## config.mk

```make
export PLATFORM = sky130hd
export DESIGN_NAME = mux_deser
export DESIGN_NICKNAME = d
export VERILOG_FILES = /design/src/rtl/mux_pkg.sv /design/src/rtl/mux_deser_shift.sv /design/src/rtl/mux_deser.sv
export SDC_FILE = /design/constraint.sdc
export NUM_CORES = 1
export LEC_CHECK = 0
export CAP_MARGIN = 20
export CORE_MARGIN = 3
export CORE_UTILIZATION = 40
export DETAILED_ROUTE_END_ITERATION = 16
export GPL_TIMING_DRIVEN = 1
export PLACE_DENSITY = 0.7
export REMOVE_ABC_BUFFERS = 1
export SLEW_MARGIN = 5
export SYNTH_ARGS = -nofsm -noshare
export SYNTH_HDL_FRONTEND = slang
export SYNTH_SLANG_ARGS = --single-unit
```

## constraint.sdc

```tcl
create_clock -name clk -period 1.7 [get_ports clk]
set_input_delay 0.255 -clock clk [delete_from_list [all_inputs] [get_ports clk]]
set_output_delay 0.255 -clock clk [all_outputs]
set_load 0.01 [all_outputs]
```

## src/rtl/mux_pkg.sv

```systemverilog
// Shared state encoding and the 2:1 select function used by the deserializer and its bench.
package mux_pkg;

    typedef enum logic {
        EMPTY = 1'b0,
        FULL  = 1'b1
    } state_e;

    function automatic logic mux2(input logic a, input logic b, input logic c);
        return (a & ~c) | (b & c);
    endfunction

endpackage

```

## src/rtl/mux_deser_shift.sv

```systemverilog
// Bit accumulator: shifts accepted bits in MSB-first and strobes when a word completes.
module mux_deser_shift #(
    parameter int unsigned WIDTH = 8
) (
    input  logic                     clk,
    input  logic                     rst_n,
    input  logic                     in_valid,
    input  logic                     z,
    output logic [$clog2(WIDTH)-1:0] bit_count,
    output logic [WIDTH-1:0]         done_word,
    output logic                     complete
);

    localparam int unsigned CW = $clog2(WIDTH);

    logic [WIDTH-1:0] shreg_q, shreg_d;
    logic [CW-1:0]    bit_count_q, bit_count_d;

    // The strobe coincides with the accepting edge; the top registers the word on that edge.
    always_comb begin
        shreg_d     = shreg_q;
        bit_count_d = bit_count_q;
        complete    = in_valid && (bit_count_q == CW'(WIDTH - 1));
        done_word   = {shreg_q[WIDTH-2:0], z};
        if (in_valid) begin
            shreg_d     = {shreg_q[WIDTH-2:0], z};
            bit_count_d = complete ? '0 : bit_count_q + CW'(1);
        end
    end

    always_ff @(posedge clk or negedge rst_n) begin
        if (!rst_n) begin
            shreg_q     <= '0;
            bit_count_q <= '0;
        end else begin
            shreg_q     <= shreg_d;
            bit_count_q <= bit_count_d;
        end
    end

    assign bit_count = bit_count_q;

endmodule

```

## src/rtl/mux_deser.sv

```systemverilog
// Capture stage for z = mux2(a, b, c): assembles WIDTH-bit words and offers them on valid/ready.
module mux_deser
    import mux_pkg::*;
#(
    parameter int unsigned WIDTH = 8
) (
    input  logic                     clk,
    input  logic                     rst_n,
    input  logic                     a,
    input  logic                     b,
    input  logic                     c,
    input  logic                     in_valid,
    output logic [WIDTH-1:0]         word,
    output logic                     word_valid,
    input  logic                     word_ready,
    output logic [$clog2(WIDTH)-1:0] bit_count,
    output logic                     overflow
);

    state_e           state_q, state_d;
    logic [WIDTH-1:0] word_q, word_d;
    logic             overflow_q, overflow_d;
    logic [WIDTH-1:0] done_word;
    logic             complete;
    logic             z;

    assign z = mux2(a, b, c);

    mux_deser_shift #(
        .WIDTH(WIDTH)
    ) u_shift (
        .clk      (clk),
        .rst_n    (rst_n),
        .in_valid (in_valid),
        .z        (z),
        .bit_count(bit_count),
        .done_word(done_word),
        .complete (complete)
    );

    always_comb begin
        state_d    = state_q;
        word_d     = word_q;
        overflow_d = overflow_q;
        case (state_q)
            EMPTY: begin
                if (complete) begin
                    state_d = FULL;
                    word_d  = done_word;
                end
            end
            FULL: begin
                // A completion during a transfer replaces the word; without one the new word is lost.
                if (complete) begin
                    if (word_ready) word_d = done_word;
                    else            overflow_d = 1'b1;
                end else if (word_ready) begin
                    state_d = EMPTY;
                end
            end
            default: state_d = EMPTY;
        endcase
    end

    always_ff @(posedge clk or negedge rst_n) begin
        if (!rst_n) begin
            state_q    <= EMPTY;
            word_q     <= '0;
            overflow_q <= 1'b0;
        end else begin
            state_q    <= state_d;
            word_q     <= word_d;
            overflow_q <= overflow_d;
        end
    end

    assign word       = word_q;
    assign word_valid = (state_q == FULL);
    assign overflow   = overflow_q;

endmodule

```

# == Word level (Yosys, flattened, before mapping) ==
# Cells that the tools add are included.
# W data, S select, Z words.
# op_classes
n_addsub,1
eq_ne,4
mux,9
n_bitwise,6
n_reduce_logical,3
# op_table
op,n
$mux W8,3
$pmux W8 S2,1
$reduce_and A3 Y1,2
$ne A2 B2 Y1 const B,2
$add A3 B1 Y3 const B,1
$eq A3 B3 Y1 const B,1
$mux W1,3
$mux W3,1
$not A1 Y1,3
$and A1 B1 Y1,2
$ne A2 B1 Y1 const B,1
$pmux W1 S2,1
$logic_and A1 B1 Y1,1
$or A1 B1 Y1,1
# totals
regBits,20
output_inout_bits,13
word_cells,28

# == Depth between registers and ports, before layout ==
# depth
depth_word,6
mapped_depth,6

# == By module ==
# From an unflattened synthesis, not the netlist that was laid out.
# hier_totals
cells_unflattened,52
hier_area_um2,869.6
# modules_own_cells
module,n_inst,cells_per_inst,area_per_inst_um2,seq_area_each_um2
mux_deser_shift,1,28,447.9,250.2
mux_deser,1,24,421.7,250.2

# == Least setup slack after synthesis ==
# Ideal clock, no wire load.
# synth_path
path_type,register to register
startpoint,register u_shift.bit_count_q[0] (netlist: u_shift.bit_count[0])
endpoint,register word_q[1] (netlist: word[1])
setup_time_ns,0.125
arrival_ns,1.393
required_ns,1.575
setup_slack_ns,0.182
stages_incl_launch_ff,7
path_buffers,1
period_less_slack_ns,1.518
path_cell_list,dfrtp_1 ha_1 ha_1 nand2_2 nor2b_4 buf_6 mux2_4
# synth_between
elab_chain_len,4
elab_cells_between_ends,5
classes_between,eq/ne (3); reduce/logical (2)
# synth_lines
element,line,rtl
"start, declared",mux_deser_shift.sv:17,"logic [CW-1:0] bit_count_q, bit_count_d;"
"start signal, assigned",mux_deser_shift.sv:37,bit_count_q <= bit_count_d;
$eq A3 B3 Y1 *,mux_deser_shift.sv:23,complete = in_valid && (bit_count_q == CW'(WIDTH - 1));
$logic_and A1 B1 Y1 *,mux_deser_shift.sv:23,
$ne A2 B2 Y1 (no source line) or $ne A2 B1 Y1 (tied branches),n/a,
$reduce_and A3 Y1 (no source line) *,n/a,
"end signal, assigned",mux_deser.sv:72,word_q <= word_d;
"end, declared",mux_deser.sv:21,"logic [WIDTH-1:0] word_q, word_d;"
# Every way passes the cells marked *; elsewhere a longest branch is shown, timed or not.
# A chain may end at the register's enable or synchronous reset.

# == Final worst setup path ==
# layout_path
startpoint,register u_shift.bit_count_q[0] (netlist: u_shift.bit_count[0])
endpoint,register word_q[2] (netlist: word[2])
# The elaborated chain is that of the path after synthesis.

==> flow_summary_export.csv <==
group,metric,value,unit
synth,syn_avg_cell_area,15.7,um^2
clock_tree,htree_levels,1,
synth,synth_xor_area_frac,0,
layout,n_antenna_cell,0,
drt,ant_nets,0,
floorplan,fp.dieArea,2660,um^2
synth,syn_inst,53,
setup_path,cp_max_fo,8,
outcome,status,"complete, no violations",
drt,viasPerCell,4.67,
sta,fin_crit_sh,0.924,
sta,fmax,636,MHz
setup_path,crit_type,"flop to flop",
synth,synth_compound_area_frac,0.0226,
sta,setup_viol,0,
clock_tree,numCtsBuffers,3,
synth,synthDistinctLibCells,16,
synth,synth_top_area_frac,0.602,
placement,dp_hpwl,970,um
placement,place_congestion,0.662,
setup_path,cp_slowest_cell,"dfrtp_1",
clock_tree,clk_pin_slew_worst_paths,0.11,ns
sta,max_slew.worst_pin.slew,0.245,ns
setup_path,cp_common_cell,"ha_1",
sta,finalClockSkew,0.000799,ns
sta,maxSlewViolCount,0,
floorplan,rows,15,
run,max-cap-violations,0,
sta,relSlewSlack,0.837,
layout,layout.nets,88,
synth,ys_ff_latch,20,
drt,drc_errors,0,
global_route,antenna_found_initial,0,
drt,wl_per_cell,12.8,um
setup_path,path_buf_inv,1,
setup_path,crit_family,"adder cells",
power,power.total,0.00180,W
setup_path,max_stage_delay,0.42,ns
power,ir_worst_vdd,0.689,mV
sta,rsz0062_at_grt,"false",
synth,synth_top_family_by_area,"multiplexers",
synth,synth_warnings,0,
drt,drt_first_pass_iters,3,
global_route,grtUsageTotal,0.113,
drt,drt_iter0_drc,2,
clock_tree,clock_path_buffers,2,
setup_path,worst_ep_arrival_time,1.75,ns
clock_tree,insertion_delay,0.28,ns
layout,area_growth_syn_to_layout,34.1,%
synth,netlist_area,832,um^2
synth,synth_top_area_cell,"dfrtp_1",
power,p_leak,0.503,nW
global_route,grt_max_degree,21,
synth,synth_top_flop_cell,"dfrtp_1",
layout,drive_above_1_share,0.333,
power,p_per_area,1610,nW/um^2
floorplan,die_x,51.6,um
synth,synth_area_leaders,"dfrtp_1, mux2_4, mux2_2",
synth,synthTopCellsByCount,"dfrtp_1, mux2_2, mux2_4",
drt,route.vias.total,481,
global_route,grt_pass1_wl,2250,um
hold_path,min_path_type,"input pin to asynchronous set/reset pin",
floorplan,core,1840,um^2
synth,ys_seq_area_frac,0.602,
setup_path,required,1.88,ns
global_route,grt_pass1_vias,484,
synth,synth_adder_area_share,0.0301,
setup_path,start_kind,"flop",
drt,wl,1310,um
clock_tree,root_buffer,"clkbuf_4",
sta,hold_viol_final,0,
synth,yosysMostFrequentCell,"dfrtp_1",
synth,synthSimpleGateAreaFrac,0.0586,
clock_tree,cts_tree,"built",
synth,synthMuxAreaShare,0.259,
setup_path,cp-end-kind,"flop",
synth,synth_edf_count,0,
clock_tree,cts_hold_buf,0,
floorplan,start_util,0.452,
placement,io_buffers,19,
sta,min_period,1.57,ns
sta,finalSetupTns,0,ns
global_route,grt_overflow_total,0,
clock_tree,cts_num_sinks,20,
setup_path,worstPathCellList,"ha_1 > ha_1 > nand2_2 > nor2b_4 > buf_12 > mux2_4",
floorplan,pin_count,20,
floorplan,dieHeight,51.6,um
synth,async_reset_ff_frac,1.00,
timing repair:
item | in CTS | in global routing
buffers inserted | 0 | 2
endpoints found under the setup margin | 0 | 7
gates resized for setup | 0 | 0
kinds of logic after synthesis:
kind of cell,after synthesis
DFF,20
muxes,17
and+or+nand+nor,7
buffers and inverters,4
AOI/OAI and AO/OA,3
adders and majority gates,2
final timing paths:
kind                                      start                   end  slack (ns)  cells past startpoint
setup / recovery           u_shift.bit_count[0]               word[2]        0.13                      6
hold / removal                            rst_n  u_shift.bit_count[2]        0.30                      2
setup reg to reg           u_shift.bit_count[0]               word[2]        0.13                      6
hold reg to reg                        overflow              overflow        0.48                      1
max in group asynchronous                 rst_n    u_shift.shreg_q[4]        1.20                      2
min in group clk                       overflow              overflow        0.48                      1
flip-flops by register name, indices dropped and copies added (netlist names):
signal	count
u_shift.shreg_q	7
overflow	1
u_shift.bit_count	3
word	8
word_valid	1
layout make-up:
cell class	instances	area (um^2)
fillers	154	723
repair buffers	23	233
multi-input cells	29	308
well taps	25	31.3
inverters	2	7.51
clock buffers	4	36.3
flip-flops and latches	20	500
metal layers:
| layer | share of wire | vias up | track usage |
|---|---|---|---|
| met2 | 0.44 | 13 | 0.178 |
| met5 | 0 | - | 0 |
| met3 | 0.041 | 2 | 0.0229 |
| met1 | 0.51 | 233 | 0.148 |
| li1 | - | 233 | - |
| met4 | 0.013 | 0 | 0.0524 |
cells in the final DEF (no fill, tap or decap), types with 2 or more instances in the layout:
cell	count
clkdlybuf4s50_1	19
mux2i_1	2
nand2_1	2
inv_1	2
nor2_1	2
clkbuf_4	3
mux2_4	7
dfrtp_1	20
buf_4	3
mux2_2	8
ha_1	2
per-stage QoR:
stage          setup WS (ns)  area (um^2)  utilization  std cells  hold slack [ns]
6_report               0.129         1120        0.607        103            0.298
3_3_place_gp          0.0781         1050        0.572         97            0.463
5_1_grt               0.0343         1120        0.607        103            0.298
4_1_cts               0.0540         1090        0.592        101            0.295
2_1_floorplan          0.155          816            -         51          -0.0406
3_5_place_dp          0.0604         1050        0.572         97            0.462
worst register-to-register path, stage by stage (launching register included):
cell	delay [ns]
dfrtp_1	0.42
ha_1	0.22
ha_1	0.22
nand2_2	0.12
nor2b_4	0.05
buf_12	0.14
mux2_4	0.30
report_power, final:
| group | internal [W] | switching [W] |
|---|---|---|
| logic | 0.000504 | 0.000248 |
| clock network | 0.000130 | 0.000132 |
| registers | 0.000664 | 0.000123 |
| total | 0.00130 | 0.000503 |
Note: power is estimated with default switching activity, not from simulation.
